<file path="config.mk">
export PLATFORM = sky130hd
export DESIGN_NAME = alu_issue_stage
export DESIGN_NICKNAME = d
export VERILOG_FILES = /design/src/rtl/alu_pkg.sv /design/src/rtl/alu_issue_stage_fwd_sel.sv /design/src/rtl/alu_issue_stage.sv
export SDC_FILE = /design/constraint.sdc
export NUM_CORES = 1
export LEC_CHECK = 0
export ABC_AREA = 1
export CAP_MARGIN = 20
export CELL_PAD_IN_SITES_DETAIL_PLACEMENT = 1
export CELL_PAD_IN_SITES_GLOBAL_PLACEMENT = 2
export CORE_UTILIZATION = 24
export CTS_BUF_LIST = sky130_fd_sc_hd__clkbuf_16
export DETAILED_ROUTE_END_ITERATION = 12
export PLACE_DENSITY = 0.93
export SLEW_MARGIN = 20
export SYNTH_ARGS = -nofsm -noshare
export SYNTH_HDL_FRONTEND = slang
export SYNTH_SLANG_ARGS = --single-unit
export TNS_END_PERCENT = 50
</file>
<file path="constraint.sdc">
create_clock -name clk -period 3.41 [get_ports clk]
set_input_delay 0.5115 -clock clk [delete_from_list [all_inputs] [get_ports clk]]
set_output_delay 0.5115 -clock clk [all_outputs]
set_load 0.02 [all_outputs]
</file>
<file path="src/rtl/alu_pkg.sv">
// Shared definitions for the ALU issue stage: default widths, ALU_control
// codes and the operand-forwarding source enumeration.
package alu_pkg;

    localparam int ALU_DATA_W = 32;
    localparam int ALU_REG_AW = 5;

    localparam logic [3:0] ALU_AND = 4'b0000;
    localparam logic [3:0] ALU_OR  = 4'b0001;
    localparam logic [3:0] ALU_ADD = 4'b0010;
    localparam logic [3:0] ALU_SUB = 4'b0110;
    localparam logic [3:0] ALU_SLT = 4'b0111;
    localparam logic [3:0] ALU_NOR = 4'b1100;

    typedef enum logic [1:0] {
        FWD_RF,
        FWD_EXMEM,
        FWD_MEMWB
    } fwd_sel_e;

endpackage

</file>
<file path="src/rtl/alu_issue_stage_fwd_sel.sv">
// Combinational forwarding priority mux for one operand:
// EX/MEM beats MEM/WB beats register file; register 0 always reads zero.
module fwd_sel
    import alu_pkg::*;
#(
    parameter int DATA_W = ALU_DATA_W,
    parameter int REG_AW = ALU_REG_AW
) (
    input  logic [REG_AW-1:0] addr,
    input  logic [DATA_W-1:0] rf_data,
    input  logic              exmem_reg_write,
    input  logic [REG_AW-1:0] exmem_rd_addr,
    input  logic [DATA_W-1:0] exmem_result,
    input  logic              memwb_reg_write,
    input  logic [REG_AW-1:0] memwb_rd_addr,
    input  logic [DATA_W-1:0] memwb_data,
    output logic [DATA_W-1:0] data
);

    fwd_sel_e sel;

    // NOTE: every signal written here gets a default first, so no path leaves it unassigned and no latch is inferred.
    always_comb begin
        sel = FWD_RF;
        if (addr != '0) begin
            if (exmem_reg_write && (exmem_rd_addr == addr)) begin
                sel = FWD_EXMEM;
            end else if (memwb_reg_write && (memwb_rd_addr == addr)) begin
                sel = FWD_MEMWB;
            end
        end
    end

    always_comb begin
        data = '0;
        unique case (sel)
            FWD_EXMEM: data = exmem_result;
            FWD_MEMWB: data = memwb_data;
            default:   data = (addr == '0) ? '0 : rf_data;
        endcase
    end

endmodule

</file>
<file path="src/rtl/alu_issue_stage.sv">
// Decode-to-execute register feeding the ALU, with forwarding, hold snooping and flush.
// Optional performance counters are built only when ALU_ISSUE_PERF_EN is defined.
module alu_issue_stage
    import alu_pkg::*;
#(
    parameter int DATA_W = ALU_DATA_W,
    parameter int REG_AW = ALU_REG_AW
) (
    input  logic              clk,
    input  logic              rst_n,
    input  logic              in_valid,
    output logic              in_ready,
    input  logic [REG_AW-1:0] in_rs_addr,
    input  logic [REG_AW-1:0] in_rt_addr,
    input  logic [REG_AW-1:0] in_rd_addr,
    input  logic [DATA_W-1:0] in_rs_data,
    input  logic [DATA_W-1:0] in_rt_data,
    input  logic [15:0]       in_imm,
    input  logic              in_alu_src,
    input  logic              in_sign_ext,
    input  logic [3:0]        in_alu_ctrl,
    input  logic              in_reg_write,
    input  logic              flush,
    input  logic              exmem_reg_write,
    input  logic [REG_AW-1:0] exmem_rd_addr,
    input  logic [DATA_W-1:0] exmem_result,
    input  logic              memwb_reg_write,
    input  logic [REG_AW-1:0] memwb_rd_addr,
    input  logic [DATA_W-1:0] memwb_data,
    output logic              out_valid,
    input  logic              out_ready,
    output logic [DATA_W-1:0] src1,
    output logic [DATA_W-1:0] src2,
    output logic [3:0]        ALU_control,
    output logic [REG_AW-1:0] out_rd_addr,
    output logic              out_reg_write,
    output logic [DATA_W-1:0] out_store_data,
    output logic [31:0]       perf_issue_cnt,
    output logic [31:0]       perf_stall_cnt
);

    logic              valid_q,     valid_d;
    logic [DATA_W-1:0] src1_q,      src1_d;
    logic [DATA_W-1:0] src2_q,      src2_d;
    logic [DATA_W-1:0] store_q,     store_d;
    logic [3:0]        ctrl_q,      ctrl_d;
    logic [REG_AW-1:0] rd_q,        rd_d;
    logic [REG_AW-1:0] rs_q,        rs_d;
    logic [REG_AW-1:0] rt_q,        rt_d;
    logic              rw_q,        rw_d;
    logic              src2_rt_q,   src2_rt_d;

    logic [DATA_W-1:0] rs_fwd, rt_fwd, rs_snoop, rt_snoop, imm_ext;
    logic              capture, hold;

    assign in_ready = !valid_q || out_ready;
    assign capture  = in_valid && in_ready;
    assign hold     = valid_q && !out_ready;
    assign imm_ext  = {{(DATA_W-16){in_sign_ext & in_imm[15]}}, in_imm};

    fwd_sel #(.DATA_W(DATA_W), .REG_AW(REG_AW)) u_rs_fwd (
        .addr(in_rs_addr), .rf_data(in_rs_data),
        .exmem_reg_write(exmem_reg_write), .exmem_rd_addr(exmem_rd_addr), .exmem_result(exmem_result),
        .memwb_reg_write(memwb_reg_write), .memwb_rd_addr(memwb_rd_addr), .memwb_data(memwb_data),
        .data(rs_fwd)
    );

    fwd_sel #(.DATA_W(DATA_W), .REG_AW(REG_AW)) u_rt_fwd (
        .addr(in_rt_addr), .rf_data(in_rt_data),
        .exmem_reg_write(exmem_reg_write), .exmem_rd_addr(exmem_rd_addr), .exmem_result(exmem_result),
        .memwb_reg_write(memwb_reg_write), .memwb_rd_addr(memwb_rd_addr), .memwb_data(memwb_data),
        .data(rt_fwd)
    );

    // While holding, only writeback is snooped; the held value is the fall-back "register file".
    fwd_sel #(.DATA_W(DATA_W), .REG_AW(REG_AW)) u_rs_snoop (
        .addr(rs_q), .rf_data(src1_q),
        .exmem_reg_write(1'b0), .exmem_rd_addr('0), .exmem_result('0),
        .memwb_reg_write(memwb_reg_write), .memwb_rd_addr(memwb_rd_addr), .memwb_data(memwb_data),
        .data(rs_snoop)
    );

    fwd_sel #(.DATA_W(DATA_W), .REG_AW(REG_AW)) u_rt_snoop (
        .addr(rt_q), .rf_data(store_q),
        .exmem_reg_write(1'b0), .exmem_rd_addr('0), .exmem_result('0),
        .memwb_reg_write(memwb_reg_write), .memwb_rd_addr(memwb_rd_addr), .memwb_data(memwb_data),
        .data(rt_snoop)
    );

    always_comb begin
        valid_d   = valid_q;
        src1_d    = src1_q;
        src2_d    = src2_q;
        store_d   = store_q;
        ctrl_d    = ctrl_q;
        rd_d      = rd_q;
        rs_d      = rs_q;
        rt_d      = rt_q;
        rw_d      = rw_q;
        src2_rt_d = src2_rt_q;

        if (flush) begin
            valid_d = 1'b0;
        end else if (capture) begin
            valid_d   = 1'b1;
            src1_d    = rs_fwd;
            src2_d    = in_alu_src ? imm_ext : rt_fwd;
            store_d   = rt_fwd;
            ctrl_d    = in_alu_ctrl;
            rd_d      = in_rd_addr;
            rs_d      = in_rs_addr;
            rt_d      = in_rt_addr;
            rw_d      = in_reg_write;
            src2_rt_d = !in_alu_src;
        end else if (hold) begin
            src1_d  = rs_snoop;
            store_d = rt_snoop;
            if (src2_rt_q) begin
                src2_d = rt_snoop;
            end
        end else begin
            valid_d = 1'b0;
        end
    end

    // NOTE: reset is sampled on the clock edge (synchronous) and state uses non-blocking assignments only.
    always_ff @(posedge clk) begin
        if (!rst_n) begin
            valid_q   <= 1'b0;
            src1_q    <= '0;
            src2_q    <= '0;
            store_q   <= '0;
            ctrl_q    <= '0;
            rd_q      <= '0;
            rs_q      <= '0;
            rt_q      <= '0;
            rw_q      <= 1'b0;
            src2_rt_q <= 1'b0;
        end else begin
            valid_q   <= valid_d;
            src1_q    <= src1_d;
            src2_q    <= src2_d;
            store_q   <= store_d;
            ctrl_q    <= ctrl_d;
            rd_q      <= rd_d;
            rs_q      <= rs_d;
            rt_q      <= rt_d;
            rw_q      <= rw_d;
            src2_rt_q <= src2_rt_d;
        end
    end

    assign out_valid      = valid_q;
    assign src1           = src1_q;
    assign src2           = src2_q;
    assign ALU_control    = ctrl_q;
    assign out_rd_addr    = rd_q;
    assign out_reg_write  = valid_q && rw_q;
    assign out_store_data = store_q;

`ifdef ALU_ISSUE_PERF_EN
    logic [31:0] issue_cnt_q, issue_cnt_d;
    logic [31:0] stall_cnt_q, stall_cnt_d;

    // Counters wrap naturally and are deliberately untouched by flush.
    always_comb begin
        issue_cnt_d = issue_cnt_q + 32'(valid_q && out_ready);
        stall_cnt_d = stall_cnt_q + 32'(hold);
    end

    always_ff @(posedge clk) begin
        if (!rst_n) begin
            issue_cnt_q <= '0;
            stall_cnt_q <= '0;
        end else begin
            issue_cnt_q <= issue_cnt_d;
            stall_cnt_q <= stall_cnt_d;
        end
    end

    assign perf_issue_cnt = issue_cnt_q;
    assign perf_stall_cnt = stall_cnt_q;
`else
    assign perf_issue_cnt = '0;
    assign perf_stall_cnt = '0;
`endif

endmodule

</file>
Yosys cells after proc, flatten, opt, wreduce, memory -nomap -nowiden:

Index checks and enable logic that the tools add are counted.
W data, S select, Z words.

* register bits after elaboration: 118
* output and inout port bits: 172

* equal/unequal tests: 15
* multiplexer cells: 28
* bitwise gates (word level): 3
* reduce and logical (&&, ||, !) cells: 29

Operators by type and width (count)
* $mux W32: 12
* $pmux W32 S2: 4
* $eq A5 B5 Y1: 6
* $logic_not A5 Y1: 4
* $mux W2: 10
* $reduce_bool A5 Y1: 4
* $logic_and A1 B1 Y1: 9
* $eq A2 B1 Y1 const B: 4
* $eq A2 B2 Y1 const B: 4
* $reduce_and A3 Y1: 2
* $reduce_and A2 Y1: 2
* $reduce_bool A2 Y1: 2
* $reduce_bool A4 Y1: 1
* $logic_not A1 Y1: 3
* $mux W1: 2
* $ne A2 B2 Y1 const B: 1
* $not A1 Y1: 2
* $reduce_or A2 Y1: 1
* $and A1 B1 Y1: 1
* $logic_or A1 B1 Y1: 1

Logic depth before layout (Yosys ltp):

* depth in word-level cells: 9
* depth in mapped cells: 13
* gate-level depth less buffers: 12

Hierarchy:

Synthesis repeated with hierarchy kept, for this count alone.

* cells, all modules: 2272
* area, all modules: 11604.9 µm²

Modules (own cells, without submodules)
* alu_issue_stage: instances 1, cells each 1176, area an instance 6800.3 µm², seq. area each 2362.3 µm²
* fwd_sel: instances 4, cells each 274, area an instance 1201.2 µm², seq. area each 0.0 µm²

Worst setup path before layout:

No wires, ideal clock.

* path type: input to register
* start: input out_ready
* end: register src2_q[21], in the netlist src2[21]
* arrival time: 1.592 ns
* path slack: 1.699 ns
* stages on the path: 9
* path buffers: 1
* cell sequence: inv_1 nand2_2 inv_2 o21ai_2 a21oi_2 o21ai_2 buf_2 nor2_1 a21oi_1

* cells in the longest elaborated chain, start to end: 4
* elaborated cells between the ends (all ways): 8
* classes of those cells: mux (1); reduce/logical (7)

Ends and longest elaborated chain
* start, declared: RTL line alu_issue_stage.sv:31 `input logic out_ready,`
* $logic_or A1 B1 Y1 *: RTL line alu_issue_stage.sv:56 `assign in_ready = !valid_q || out_ready;`
* named net in_ready: RTL line alu_issue_stage.sv:12 `output logic in_ready,`
* $logic_and A1 B1 Y1 *: RTL line alu_issue_stage.sv:57 `assign capture = in_valid && in_ready;`
* $reduce_bool A2 Y1 (no source line)
* $reduce_and A3 Y1 (no source line)
* end signal, assigned: RTL line alu_issue_stage.sv:142 `src2_q <= src2_d;`
* end, declared: RTL line alu_issue_stage.sv:44 `logic [DATA_W-1:0] src2_q, src2_d;`

The timed path passes the listed nets; every way through them passes the cells marked *.
A chain may end at the register's enable or synchronous reset.

Worst setup path in the final report:

* start: input in_rs_addr[1]
* end: register src1_q[8], in the netlist src1[8]

* cells in the longest elaborated chain, start to end: 8
* elaborated cells between the ends (all ways): 14
* classes of those cells: eq/ne (4); mux (6); reduce/logical (4)

Ends and longest elaborated chain
* start, declared: RTL line alu_issue_stage.sv:13 `input logic [REG_AW-1:0] in_rs_addr,`
* $eq A5 B5 Y1: RTL line alu_issue_stage_fwd_sel.sv:28 `end else if (memwb_reg_write && (memwb_rd_addr == addr)) begin`
* $logic_and A1 B1 Y1: RTL line alu_issue_stage_fwd_sel.sv:28
* $mux W2: RTL line alu_issue_stage_fwd_sel.sv:28
* $mux W2: RTL line alu_issue_stage_fwd_sel.sv:26 `if (exmem_reg_write && (exmem_rd_addr == addr)) begin`
* $mux W2: RTL line alu_issue_stage_fwd_sel.sv:25 `if (addr != '0) begin`
* $eq A2 B2 Y1 or $eq A2 B1 Y1 (tied branches): RTL line alu_issue_stage_fwd_sel.sv:36 `unique case (sel)`
* $pmux W32 S2 *: RTL line alu_issue_stage_fwd_sel.sv:36
* $mux W32 *: RTL line alu_issue_stage.sv:104 `end else if (capture) begin`
* end signal, assigned: RTL line alu_issue_stage.sv:141 `src1_q <= src1_d;`
* end, declared: RTL line alu_issue_stage.sv:43 `logic [DATA_W-1:0] src1_q, src1_d;`

Every way passes the cells marked *; elsewhere a longest branch is shown, timed or not.

==> results.py <==
metrics = {
    "critical_path": {
        "r2r_start": "rt_q[4]",
        "ff2ff_setup_slack_ns": 1.22,
        "endpoint_kind": "flop",
        "cp_max_fo": 32,
        "arrival_ns": 2.90,
        "critPathRequiredTime_ns": 3.77,
        "crit_type": "input pin to flop",
        "r2r-end": "src2[26]",
        "ff2ff_path_depth": 10,
        "start_kind": "input pin",
    },
    "floorplanning": {
        "fp.dieW_um": 197.9,
        "die_h_um": 197.9,
        "core_sq_um": 37760,
        "initial_core_util_pct": 24.40,
        "io_pins": 355,
        "die-area_sq_um": 39180,
        "row_count": 71,
    },
    "global_routing": {
        "gr-total-overflow": 0,
        "gr-usage-all-layers_pct": 23.21,
        "grt_pass1_wl_mm": 68.52,
        "grt_max_degree": 58,
        "antenna_found_initial": 4,
        "grt_pass1_vias": 11696,
    },
    "min_path": {
        "min_to": "out_rd_addr[2]",
        "whs_path_depth": 2,
        "hold_class": "flop to flop",
        "hp-start": "out_rd_addr[2]",
    },
    "route": {
        "via_count": 11366,
        "drc": 0,
        "drt_pass1_iterations": 5,
        "wl_met1_mm": 19.60,
        "route.met3.wl_mm": 2.930,
        "routed.top_layer": "met4",
        "wirelength_mm": 45.76,
        "drt_iter0_markers": 679,
        "vias_per_cell": 4.972,
        "wl_met2_mm": 21.96,
        "ant_nets": 0,
        "post_drt_wl_per_cell_um": 20.02,
    },
    "timing": {
        "rsz0062_at_grt": "false",
        "fin_ws_ns": 0.8667,
        "report.final.slew_viol_count": 0,
        "min_period_over_period_pct": 74.58,
        "slew_headroom_pct": 43.01,
        "period_minus_slack_ns": 2.543,
        "fmax_ghz": 0.3932,
        "fin_setup_tns_ns": 0,
        "skew_ns": 0.01298,
        "hold_viol": 0,
        "worstMarginPinSlew_ns": 0.8536,
        "setup_viol": 0,
    },
    "outcome": {
        "status": "finished clean",
    },
    "power": {
        "internal-power_mw": 3.414,
        "p_comb_share_pct": 27.8,
        "p_leak_nw": 5.768,
        "switching_share_pct": 32.83,
        "seqPwrFrac_pct": 30.6,
        "p_per_area_nw_per_um2": 389.5,
        "vdd_drop_max_mv": 0.3579,
        "power_frac_clock_pct": 41.6,
        "netSwitchingPower_mw": 1.669,
    },
    "clock_tree": {
        "cts_buffer_depth": 2,
        "clock-sinks": 118,
        "cts_hold_buf": 0,
        "cts_inserted_buffers": 17,
        "cts_resized": 0,
        "cts_tree": "done",
        "postCtsSetupBuffers": 0,
        "insertion_delay_ns": 0.44,
        "clk_pin_slew_ns": 0.06,
        "clockRootBuffer": "clkbuf_16",
        "htreeDepth": 4,
    },
    "flow_run": {
        "drv_cap": 0,
    },
    "placed_design": {
        "gp_congestion": 0.8748,
        "dp_slack_ns": 0.4519,
        "dp_hpwl_mm": 32.60,
        "portBuffers": 290,
    },
    "yosys": {
        "ys_warn_count": 0,
        "synth_area_leaders": "dfxtp_1 26%, nand2_1 16%, nand3_1 9.8%, nor2_1 7.0%, a21oi_1 6.7%",
        "ys_ff_latch": 118,
        "synth_top_area_share_pct": 25.64,
        "synth_largest_area_cell": "dfxtp_1",
        "synth.cells.most_frequent": "384 x nand2_1, 180 x nand3_1, 173 x nor2_1",
        "netlist_area_sq_um": 9214,
        "syn-instance-count": 1514,
        "synth_most_common_cell": "nand2_1",
        "synth_edf_count": 0,
        "yosysSeqAreaShare_pct": 25.64,
        "postSynthAreaPerCell_sq_um": 6.086,
        "synthArstFlopShare_pct": 0,
        "netlist-cell-type-count": 34,
        "ys.flop_type": "dfxtp_1",
    },
    "finish": {
        "drive_above_1_share_pct": 9.661,
        "syn_to_final_growth_pct": 41.62,
        "fillers": 4893,
        "num-nets-final": 1940,
    },
}
power groups by stage:
stage / registers, mW / clock network (mW) / logic, mW
after global routing: 1.57 / 2.20 / 1.53
after detailed placement: 1.59 / 0 / 1.40
after global placement: 1.58 / 0 / 1.38
after CTS: 1.56 / 2.14 / 1.41
final: 1.56 / 2.11 / 1.41
after floorplan: 1.67 / 0 / 0.672
area by class of cell:
class                      instances  area [sq um]  area share (%)
multi-input combinational       1174          5669           43.45
timing repair buffer             328          3261           24.99
sequential                       118          2362           18.10
tap                              511         639.4           4.900
inverter                         118         444.2           3.404
clock buffer                      17         425.4           3.260
clock inverter                    15         235.2           1.803
antenna                            5         12.51         0.09589
worst max-delay path by stage:
stage	startpoint	end	cells past startpoint
2_1_floorplan	out_ready	src2[21]	9
3_3_place_gp	in_rs_addr[1]	src1[17]	9
3_5_place_dp	in_rs_addr[0]	src1[28]	12
4_1_cts	in_rs_addr[0]	src1[28]	12
5_1_grt	in_rs_addr[0]	src1[16]	9
6_report	in_rs_addr[1]	src1[8]	9
placed cells by master (no fill, tap or decap), types with 7 or more instances in the layout:
master           synthesis  layout
clkbuf_16                0      17
nor2_1                 173     173
o21ai_1                 20      20
nand2_2                  7       7
dfxtp_1                118     118
nand2_1                384     384
clkdlybuf4s50_1          0     289
buf_4                   71      33
inv_1                  103     102
nand3_1                180     179
a21oi_1                123     123
o21ai_2                 12      11
inv_2                   15      16
nand3b_1                30      30
nand3_2                 50      51
o21ai_0                 75      75
conb_1                   1      64
nand4_1                 32      32
per-layer routing:
layer / track usage (%) / vias up
met3: 4.037 / 97
li1: - / 5304
met1: 29.12 / 5477
met4: 10.42 / 0
met2: 38.68 / 488
met5: 0 / -
registers in the layout, summed over array words and instances (netlist names), 4 cells and up:
name            count
out_store_data     32
src1               32
src2               32
out_rd_addr         5
rs_q                5
rt_q                5
ALU_control         4
kinds of logic after synthesis:
kind of cell	count (synthesis)	synth area share, %
AOI/OAI and AO/OA	233	13.23
DFF	118	25.64
other	1	0.04070
and+or+nand+nor	872	44.85
xor gates and xnor gates	5	0.4754
buffers and inverters	285	15.77
per-stage QoR:
step                power (mW)  cells  hold slack, ns  utilization (%)  cell area (sq um)
floorplan                2.345   1577          0.4401                -               9450
global placement         2.962   2249          0.4489            32.78              12380
detailed placement       2.986   2249          0.4545            32.78              12380
CTS                      5.108   2281          0.4635            34.53              13040
global route             5.294   2285          0.4933            34.56              13050
finish                   5.083   2286          0.4603            34.56              13050
worst max-delay path: stages:
cell             delay (ns)
clkdlybuf4s50_1        0.53
nor2_1                 0.17
nand3_2                0.45
nand4_2                0.31
buf_4                  0.44
nand3b_1               0.14
nand3_1                0.09
nand2_1                0.05
a21oi_1                0.16
Power figures use the tool's default switching activity.
